File: src/rtl/sp_req_queue_if.sv
// Scratchpad request channel: issued request fields with valid/ready, plus the done return.
interface sp_req_queue_if #(
  parameter int AW = 32
);
  logic          sp_req_valid;
  logic [1:0]    sp_req_kind;
  logic [3:0]    sp_req_rd;
  logic [AW-1:0] sp_req_addr;
  logic [AW-1:0] sp_req_stride;
  logic          sp_req_ready;
  logic          sp_done;

  modport master (
    output sp_req_valid, sp_req_kind, sp_req_rd, sp_req_addr, sp_req_stride,
    input  sp_req_ready, sp_done
  );

  modport slave (
    input  sp_req_valid, sp_req_kind, sp_req_rd, sp_req_addr, sp_req_stride,
    output sp_req_ready, sp_done
  );
endinterface

File: src/rtl/sp_req_queue.sv
// Queues load/store/gemm requests, issues one at a time (write->valid in 2 cycles), holds while !ready, pulses completion.
// SP_REQ_BYPASS_EN: an idle, empty queue loads a new request straight into the issue register (1 cycle).
module sp_req_queue #(
  parameter int DEPTH = 4,
  parameter int AW    = 32
) (
  input  logic                   CLK,
  input  logic                   nRST,
  input  logic                   sp_write,
  input  logic [1:0]             sp_kind,
  input  logic [3:0]             sp_rd,
  input  logic [AW-1:0]          sp_addr,
  input  logic [AW-1:0]          sp_stride,
  input  logic                   flush,
  sp_req_queue_if.master         sp,
  output logic                   load_complete,
  output logic                   store_complete,
  output logic                   gemm_complete,
  output logic                   full,
  output logic [$clog2(DEPTH):0] count,
  output logic                   err
);
  localparam int PW = $clog2(DEPTH);
  localparam int CW = PW + 1;

  typedef struct packed {
    logic [1:0]    kind;
    logic [3:0]    rd;
    logic [AW-1:0] addr;
    logic [AW-1:0] stride;
  } req_t;

  typedef enum logic [1:0] {IDLE, ISSUE, WAIT} state_t;

  state_t        state_q, state_d;
  req_t          mem_q [DEPTH];
  req_t          mem_d [DEPTH];
  logic [PW-1:0] wr_ptr_q, wr_ptr_d;
  logic [PW-1:0] rd_ptr_q, rd_ptr_d;
  logic [CW-1:0] count_q, count_d;
  req_t          issue_q, issue_d;
  logic          err_q, err_d;
  logic [2:0]    done_q, done_d;   // {gemm, store, load}

  req_t in_req;
  logic legal, is_full, pop, push, bypass, overflow;

  assign in_req   = '{kind: sp_kind, rd: sp_rd, addr: sp_addr, stride: sp_stride};
  assign legal    = (sp_kind != 2'b11);
  assign is_full  = (count_q == CW'(DEPTH));
  assign pop      = (state_q == IDLE) && (count_q != '0) && !flush;

`ifdef SP_REQ_BYPASS_EN
  assign bypass   = (state_q == IDLE) && (count_q == '0) && sp_write && legal && !flush;
`else
  assign bypass   = 1'b0;
`endif

  // A pop in the same cycle frees the slot, so a write at full is still accepted.
  assign push     = sp_write && legal && !flush && !bypass && (!is_full || pop);
  assign overflow = sp_write && legal && !flush && is_full && !pop;

  always_comb begin
    mem_d    = mem_q;
    wr_ptr_d = wr_ptr_q;
    rd_ptr_d = rd_ptr_q;
    count_d  = count_q;
    err_d    = err_q | overflow | (sp_write && !legal);

    if (push) begin
      mem_d[wr_ptr_q] = in_req;
      wr_ptr_d        = wr_ptr_q + PW'(1);
    end
    if (pop) begin
      rd_ptr_d = rd_ptr_q + PW'(1);
    end

    if (flush) begin
      wr_ptr_d = '0;
      rd_ptr_d = '0;
      count_d  = '0;
    end else if (push && !pop) begin
      count_d = count_q + CW'(1);
    end else if (pop && !push) begin
      count_d = count_q - CW'(1);
    end
  end

  always_comb begin
    state_d = state_q;
    issue_d = issue_q;
    done_d  = '0;

    case (state_q)
      IDLE: begin
        if (pop) begin
          issue_d = mem_q[rd_ptr_q];
          state_d = ISSUE;
        end else if (bypass) begin
          issue_d = in_req;
          state_d = ISSUE;
        end
      end
      ISSUE: begin
        if (sp.sp_req_ready) begin
          state_d = WAIT;
        end
      end
      WAIT: begin
        if (sp.sp_done) begin
          done_d[0] = (issue_q.kind == 2'b00);
          done_d[1] = (issue_q.kind == 2'b01);
          done_d[2] = (issue_q.kind == 2'b10);
          state_d   = IDLE;
        end
      end
      default: state_d = IDLE;
    endcase
  end

  always_ff @(posedge CLK or negedge nRST) begin
    if (!nRST) begin
      state_q  <= IDLE;
      for (int i = 0; i < DEPTH; i++) begin
        mem_q[i] <= '0;
      end
      wr_ptr_q <= '0;
      rd_ptr_q <= '0;
      count_q  <= '0;
      issue_q  <= '0;
      err_q    <= 1'b0;
      done_q   <= '0;
    end else begin
      state_q  <= state_d;
      mem_q    <= mem_d;
      wr_ptr_q <= wr_ptr_d;
      rd_ptr_q <= rd_ptr_d;
      count_q  <= count_d;
      issue_q  <= issue_d;
      err_q    <= err_d;
      done_q   <= done_d;
    end
  end

  assign sp.sp_req_valid  = (state_q == ISSUE);
  assign sp.sp_req_kind   = issue_q.kind;
  assign sp.sp_req_rd     = issue_q.rd;
  assign sp.sp_req_addr   = issue_q.addr;
  assign sp.sp_req_stride = issue_q.stride;

  assign load_complete  = done_q[0];
  assign store_complete = done_q[1];
  assign gemm_complete  = done_q[2];
  assign full           = is_full;
  assign count          = count_q;
  assign err            = err_q;
endmodule

File: src/flat_wrapper.sv
// flat-port wrapper written by rule: the top's interface ports become plain ports
module sp_req_queue_flat 
#(
  parameter int DEPTH = 4,
  parameter int AW    = 32
)
  (CLK, nRST, sp_write, sp_kind, sp_rd, sp_addr, sp_stride, flush, load_complete, store_complete, gemm_complete, full, count, err, sp_sp_req_valid, sp_sp_req_kind, sp_sp_req_rd, sp_sp_req_addr, sp_sp_req_stride, sp_sp_req_ready, sp_sp_done);
  sp_req_queue_if #(.AW(AW)) sp_i ();
  input  logic CLK;
  input  logic nRST;
  input  logic sp_write;
  input  logic [1:0] sp_kind;
  input  logic [3:0] sp_rd;
  input  logic [AW-1:0] sp_addr;
  input  logic [AW-1:0] sp_stride;
  input  logic flush;
  output logic load_complete;
  output logic store_complete;
  output logic gemm_complete;
  output logic full;
  output logic [$clog2(DEPTH):0] count;
  output logic err;
  output wire logic [$bits(sp_i.sp_req_valid)-1:0] sp_sp_req_valid;
  output wire logic [$bits(sp_i.sp_req_kind)-1:0] sp_sp_req_kind;
  output wire logic [$bits(sp_i.sp_req_rd)-1:0] sp_sp_req_rd;
  output wire logic [$bits(sp_i.sp_req_addr)-1:0] sp_sp_req_addr;
  output wire logic [$bits(sp_i.sp_req_stride)-1:0] sp_sp_req_stride;
  input wire logic [$bits(sp_i.sp_req_ready)-1:0] sp_sp_req_ready;
  input wire logic [$bits(sp_i.sp_done)-1:0] sp_sp_done;
  assign sp_sp_req_valid = sp_i.sp_req_valid;
  assign sp_sp_req_kind = sp_i.sp_req_kind;
  assign sp_sp_req_rd = sp_i.sp_req_rd;
  assign sp_sp_req_addr = sp_i.sp_req_addr;
  assign sp_sp_req_stride = sp_i.sp_req_stride;
  assign sp_i.sp_req_ready = sp_sp_req_ready;
  assign sp_i.sp_done = sp_sp_done;
  sp_req_queue #(.DEPTH(DEPTH), .AW(AW)) u_core (.CLK(CLK), .nRST(nRST), .sp_write(sp_write), .sp_kind(sp_kind), .sp_rd(sp_rd), .sp_addr(sp_addr), .sp_stride(sp_stride), .flush(flush), .sp(sp_i), .load_complete(load_complete), .store_complete(store_complete), .gemm_complete(gemm_complete), .full(full), .count(count), .err(err));
endmodule
File: config.mk
export PLATFORM = sky130hd
export DESIGN_NAME = sp_req_queue_flat
export DESIGN_NICKNAME = d
export VERILOG_FILES = /design/src/rtl/sp_req_queue_if.sv /design/src/rtl/sp_req_queue.sv /design/src/flat_wrapper.sv
export SDC_FILE = /design/constraint.sdc
export NUM_CORES = 1
export LEC_CHECK = 0
export ABC_AREA = 1
export CAP_MARGIN = 10
export CORE_MARGIN = 2
export CORE_UTILIZATION = 54
export CTS_CLUSTER_DIAMETER = 30
export DETAILED_ROUTE_END_ITERATION = 7
export GPL_ROUTABILITY_DRIVEN = 1
export PLACE_DENSITY = 0.82
export SYNTH_ARGS = -nofsm -noshare
export SYNTH_HDL_FRONTEND = slang
export SYNTH_SLANG_ARGS = --single-unit
File: constraint.sdc
create_clock -name CLK -period 4.2 [get_ports CLK]
set_input_delay 0.84 -clock CLK [delete_from_list [all_inputs] [get_ports CLK]]
set_output_delay 0.84 -clock CLK [all_outputs]
set_load 0.005 [all_outputs]
# ---- After elaboration in Yosys (flattened, before gate mapping)
# Index checks and enable logic that the tools add are counted.
dict set report classes {
  add_sub_neg 4
  magnitude_cmp 3
  n_eq_ne 9
  mux 19
  bitwise 4
  n_reduce_logical 25
}
# operator count
set op_table {}
lappend op_table {{280-bit bitwise mux} 1}
lappend op_table {{70-bit 2-to-1 mux} 3}
lappend op_table {{70-bit binary-select mux with 2-bit select} 1}
lappend op_table {{70-bit demux with 2-bit select} 1}
lappend op_table {{3-bit 2-to-1 mux} 5}
lappend op_table {{2-bit 2-to-1 mux} 7}
lappend op_table {{1-bit logical AND} 11}
lappend op_table {{3-bit >= comparator, second input constant} 2}
lappend op_table {{2-bit NOT with 3-bit output} 2}
lappend op_table {{2-bit one-hot mux with 3 select lines} 1}
lappend op_table {{3-bit nonzero test} 2}
lappend op_table {{1-bit zero test} 5}
lappend op_table {{2-bit by 1-bit adder with 2-bit output, second input constant} 2}
lappend op_table {{2-bit by 1-bit == test with 1-bit output, second input constant} 2}
lappend op_table {{2-bit == test, second input constant} 2}
lappend op_table {{2-bit zero test} 2}
lappend op_table {{2-bit by 1-bit != test with 1-bit output, second input constant} 2}
lappend op_table {{2-bit != test, second input constant} 2}
lappend op_table {{2-bit nonzero test} 2}
lappend op_table {{3-bit by 1-bit adder with 3-bit output, second input constant} 1}
lappend op_table {{3-bit == test, second input constant} 1}
lappend op_table {{3-bit by 1-bit less-than comparator with 1-bit output, second input constant} 1}
lappend op_table {{3-bit AND reduction} 1}
lappend op_table {{3-bit by 1-bit subtractor with 3-bit output, second input constant} 1}
lappend op_table {{other kinds (3)} 4}
dict set report word_totals {
  register_bits 363
  wordCells 90
}

# ---- Depth between registers and ports, before layout
dict set report depth {
  ltp_word 10
  ltp_mapped 13
  ltp_nobuf 12
}

# ---- Least setup slack after synthesis
# Ideal clock, no wire load.
dict set report synth_timing {
  path_type {input -> register}
  from {input flush}
  to {register u_core.count_q[2], in the netlist u_core.count[2]}
  setup_time_ns 0.117
  arrival_ns 2.173
  slack_ns 1.911
  stages 12
  path_buffers 1
  cell_sequence {inv_2 -> nand3_1 -> buf_2 -> nand3_1 -> inv_1 -> fa_1 -> xnor2_1 -> inv_1 -> nand2_1 -> nand2_1 -> nand2_1 -> nand2_1}
}
dict set report synth_via {
  elab_chain_cells 7
}
# item line
set synth_rtl {}
lappend synth_rtl {{from (decl)} flat_wrapper.sv:16} ;# input logic flush;
lappend synth_rtl {{1-bit zero test} {sp_req_queue.sv:51, sp_req_queue.sv:60}}
lappend synth_rtl {{1-bit logical AND} sp_req_queue.sv:51} ;# assign pop = (state_q == IDLE) && (count_q != '0) && !flush;
lappend synth_rtl {{1-bit logical OR} sp_req_queue.sv:60} ;# assign push = sp_write && legal && !flush && !bypass && (!is_full || pop);
lappend synth_rtl {{1-bit logical AND} sp_req_queue.sv:60}
lappend synth_rtl {{1-bit logical AND or 1-bit zero test (tied branches)} {sp_req_queue.sv:82, sp_req_queue.sv:84}}
lappend synth_rtl {{3-bit 2-to-1 mux or 1-bit logical AND (tied branches)} {sp_req_queue.sv:82, sp_req_queue.sv:84}}
lappend synth_rtl {{3-bit 2-to-1 mux or 3-bit nonzero test (tied branches)} -}
lappend synth_rtl {{to (signal assigned)} sp_req_queue.sv:138} ;# count_q <= count_d;
lappend synth_rtl {{to (decl)} sp_req_queue.sv:40} ;# logic [CW-1:0] count_q, count_d;
# Several ways; a longest one is shown, not always the timed one.
# A chain may end at the register's enable or synchronous reset.

# ---- Final worst setup path
dict set report layout_timing {
  from {register u_core.count_q[1], in the netlist u_core.count[1]}
  to {output full}
}
dict set report layout_via {
  elab_chain_cells 1
}
# item line
set layout_rtl {}
lappend layout_rtl {{3-bit == test} sp_req_queue.sv:50} ;# assign is_full = (count_q == CW'(DEPTH));
lappend layout_rtl {{to (decl)} flat_wrapper.sv:20} ;# output logic full;
# Every way passes these cells.

==> qor.yml <==
yosys:
  ys.flop_type: "dfrtp_1"
  async_reset_ff_share_pct: 100
  ys_warn_count: 0
  netlist_instances: 1982
  syn-cell-area_sq_um: 16100
  syn_nets: 2063
  synth_edf_count: 0
  synth_top_area_share_pct: 56.3
  synth_area_leaders: "dfrtp_1 56%, nand2_1 17%, o21ai_0 12%"
  yosys.cell_types.count: 25
  syn_avg_cell_area_sq_um: 8.14
  seq_area_frac_synth_pct: 56.3
  synth_top_area_cell: "dfrtp_1"
  ys_ff_latch: 363
cts:
  cts-htree-levels: 3
  clockBufferDepth: 3
  cts-root-buf: "clkbuf_16"
  numCtsBuffers: 75
  cts_sinks: 363
  ctsResizeCount: 0
  cts_tree: "built"
  cts_hold_buf: 0
  clk_pin_slew_ps: 40
  post-cts-setup-buffers: 0
  worstSkewPairLatency_ps: 560
drt:
  drt_iter0_drc: 1641
  highest_layer: "met4"
  drcViolationCount: 0
  wl_met3_um: 3840
  wl_per_cell_um: 17.9
  vias: 14600
  wl_met1_um: 18100
  wirelength_um: 45600
  drt_pass1_iterations: 8
  wl_met2_um: 22400
  viasPerCell: 5.74
  route.antenna.remaining_nets: 0
placed_design:
  place_congestion: 0.813
  post-dp-hpwl_um: 23800
  place.port_buffers: 154
floorplanning:
  start_util_pct: 54.6
  fp.dieH_um: 177
  rows: 63
  dieArea_sq_um: 31300
  fp.dieW_um: 177
  ioPinCount: 155
  coreArea_sq_um: 29600
timing:
  setup_violations: 0
  max_clock_freq_mhz: 372
  rsz0062_at_grt: "no"
  timing.hold.ws_ps: 283
  period_needed_ps: 2690
  hold_viol: 0
  maxSlewHeadroom_pct: 39.5
  slew_violations: 0
  clock_skew_ps: 17.6
  finalSetupTns_ps: 0
  worst_slew_pin_slew_ps: 908
  final.period_utilization_pct: 64.0
job:
  maxCapViolCount: 0
worst_setup_path:
  cp-start-kind: "register"
  critPathRequiredTime_ps: 3360
  crit_arrival_ps: 1850
  worst-setup-path-type: "reg2out"
  critPathCaptureType: "output port"
  cp_max_fo: 4
layout:
  most-common-layout-cells: "717 x nand2_1, 399 x o21ai_0, 361 x dfrtp_1"
  final_common_cell: "nand2_1"
  drive_gt1_share_pct: 7.98
  antennaDiodeCount: 0
  nets: 2180
  syn_to_final_growth_pct: 26.9
  final_util_pct: 69.3
grt:
  antenna_found_initial: 0
  grt_pass1_vias: 14800
  grt_first_pass_wirelength_um: 74600
  grt_start_max_net_pins: 178
  grt.overflow.total: 0
  grt_usage_pct: 29.7
hold_path:
  hold_path_class: "in2async"
pwr:
  leakage_nw: 9.88
  finalPower_mw: 16.7
  cellPowerDensity_nw_per_um2: 815
  vdd_drop_max_uv: 370
run_status:
  status: "finished, final reports clean"
power by group:
group | switching, mW | total, mW | internal, mW | leakage (nW)
Clock | 1.90 | 6.07 | 4.17 | 1.29
Sequential | 0.905 | 5.94 | 5.03 | 4.62
Combinational | 2.83 | 4.67 | 1.84 | 3.97
Total | 5.63 | 16.7 | 11.0 | 9.88
synthesized netlist by cell type (5+ instances only):
cell        n
nand2_1   717
o21ai_0   399
dfrtp_1   363
o21ai_1    96
inv_1      84
a21oi_1    73
nor2_1     73
buf_2      65
clkbuf_1   56
nand3_1    11
buf_1       9
buf_6       8
inv_2       5
kinds of logic after synthesis:
family	synth area share, %
compound gates	17.7
xor+xnor	0.0543
fa+ha+maj	0.434
buf+inv	6.37
flops	56.3
simple gates	19.1
path summary, 6_finish.rpt:
check                                             end  cells past startpoint  slack, ps                  startpoint
max                                              full                      4       1510             u_core.count[1]
min                                 u_core.mem_q[207]                      1        280                        nRST
max reg2reg                          u_core.mem_q[81]                      8       1550           u_core.state_q[1]
min reg2reg                u_core.sp.sp_req_stride[0]                      2        470  u_core.sp.sp_req_stride[0]
max in group asynchronous            u_core.mem_q[79]                      3       2720                        nRST
min in group CLK           u_core.sp.sp_req_stride[0]                      2        470  u_core.sp.sp_req_stride[0]
layout make-up:
class	instances	area (sq um)
repair buffers	181	1860
multi-input cells	1386	6060
well taps	390	488
clock inverters	41	520
fillers	2158	9080
inverters	92	345
flip-flops and latches	363	9090
clock buffers	93	2110
worst max-delay path, cell delays in order, from the launching register on:
cell and delay [ps]:
dfrtp_1 410, nor2_1 170, nand2_1 130, inv_2 90
clkdlybuf4s50_1 500
routing by layer:
metal | vias up | GRT usage (%)
li1 | 6647 | -
met1 | 7035 | 38.8
met2 | 822 | 48.8
met3 | 106 | 5.22
met4 | 0 | 13.4
met5 | - | 0
stage by stage:
stage | worst slack [ps] | instance area, sq um | std cells
2_1_floorplan | 1910 | 16100 | 1982
3_3_place_gp | 1080 | 17800 | 2412
3_5_place_dp | 1030 | 17800 | 2412
4_1_cts | 1520 | 20500 | 2546
5_1_grt | 1400 | 20500 | 2546
6_report | 1510 | 20500 | 2546
sequential cells by signal, indices dropped and copies added (netlist names):
name and cells:
u_core.count 3, u_core.done_q 3, u_core.err 1, u_core.mem_q 280, u_core.rd_ptr_q 2, u_core.sp.sp_req_addr 32, u_core.sp.sp_req_kind 2, u_core.sp.sp_req_rd 4
u_core.sp.sp_req_stride 32, u_core.state_q 2, u_core.wr_ptr_q 2
Power figures use the tool's default switching activity.
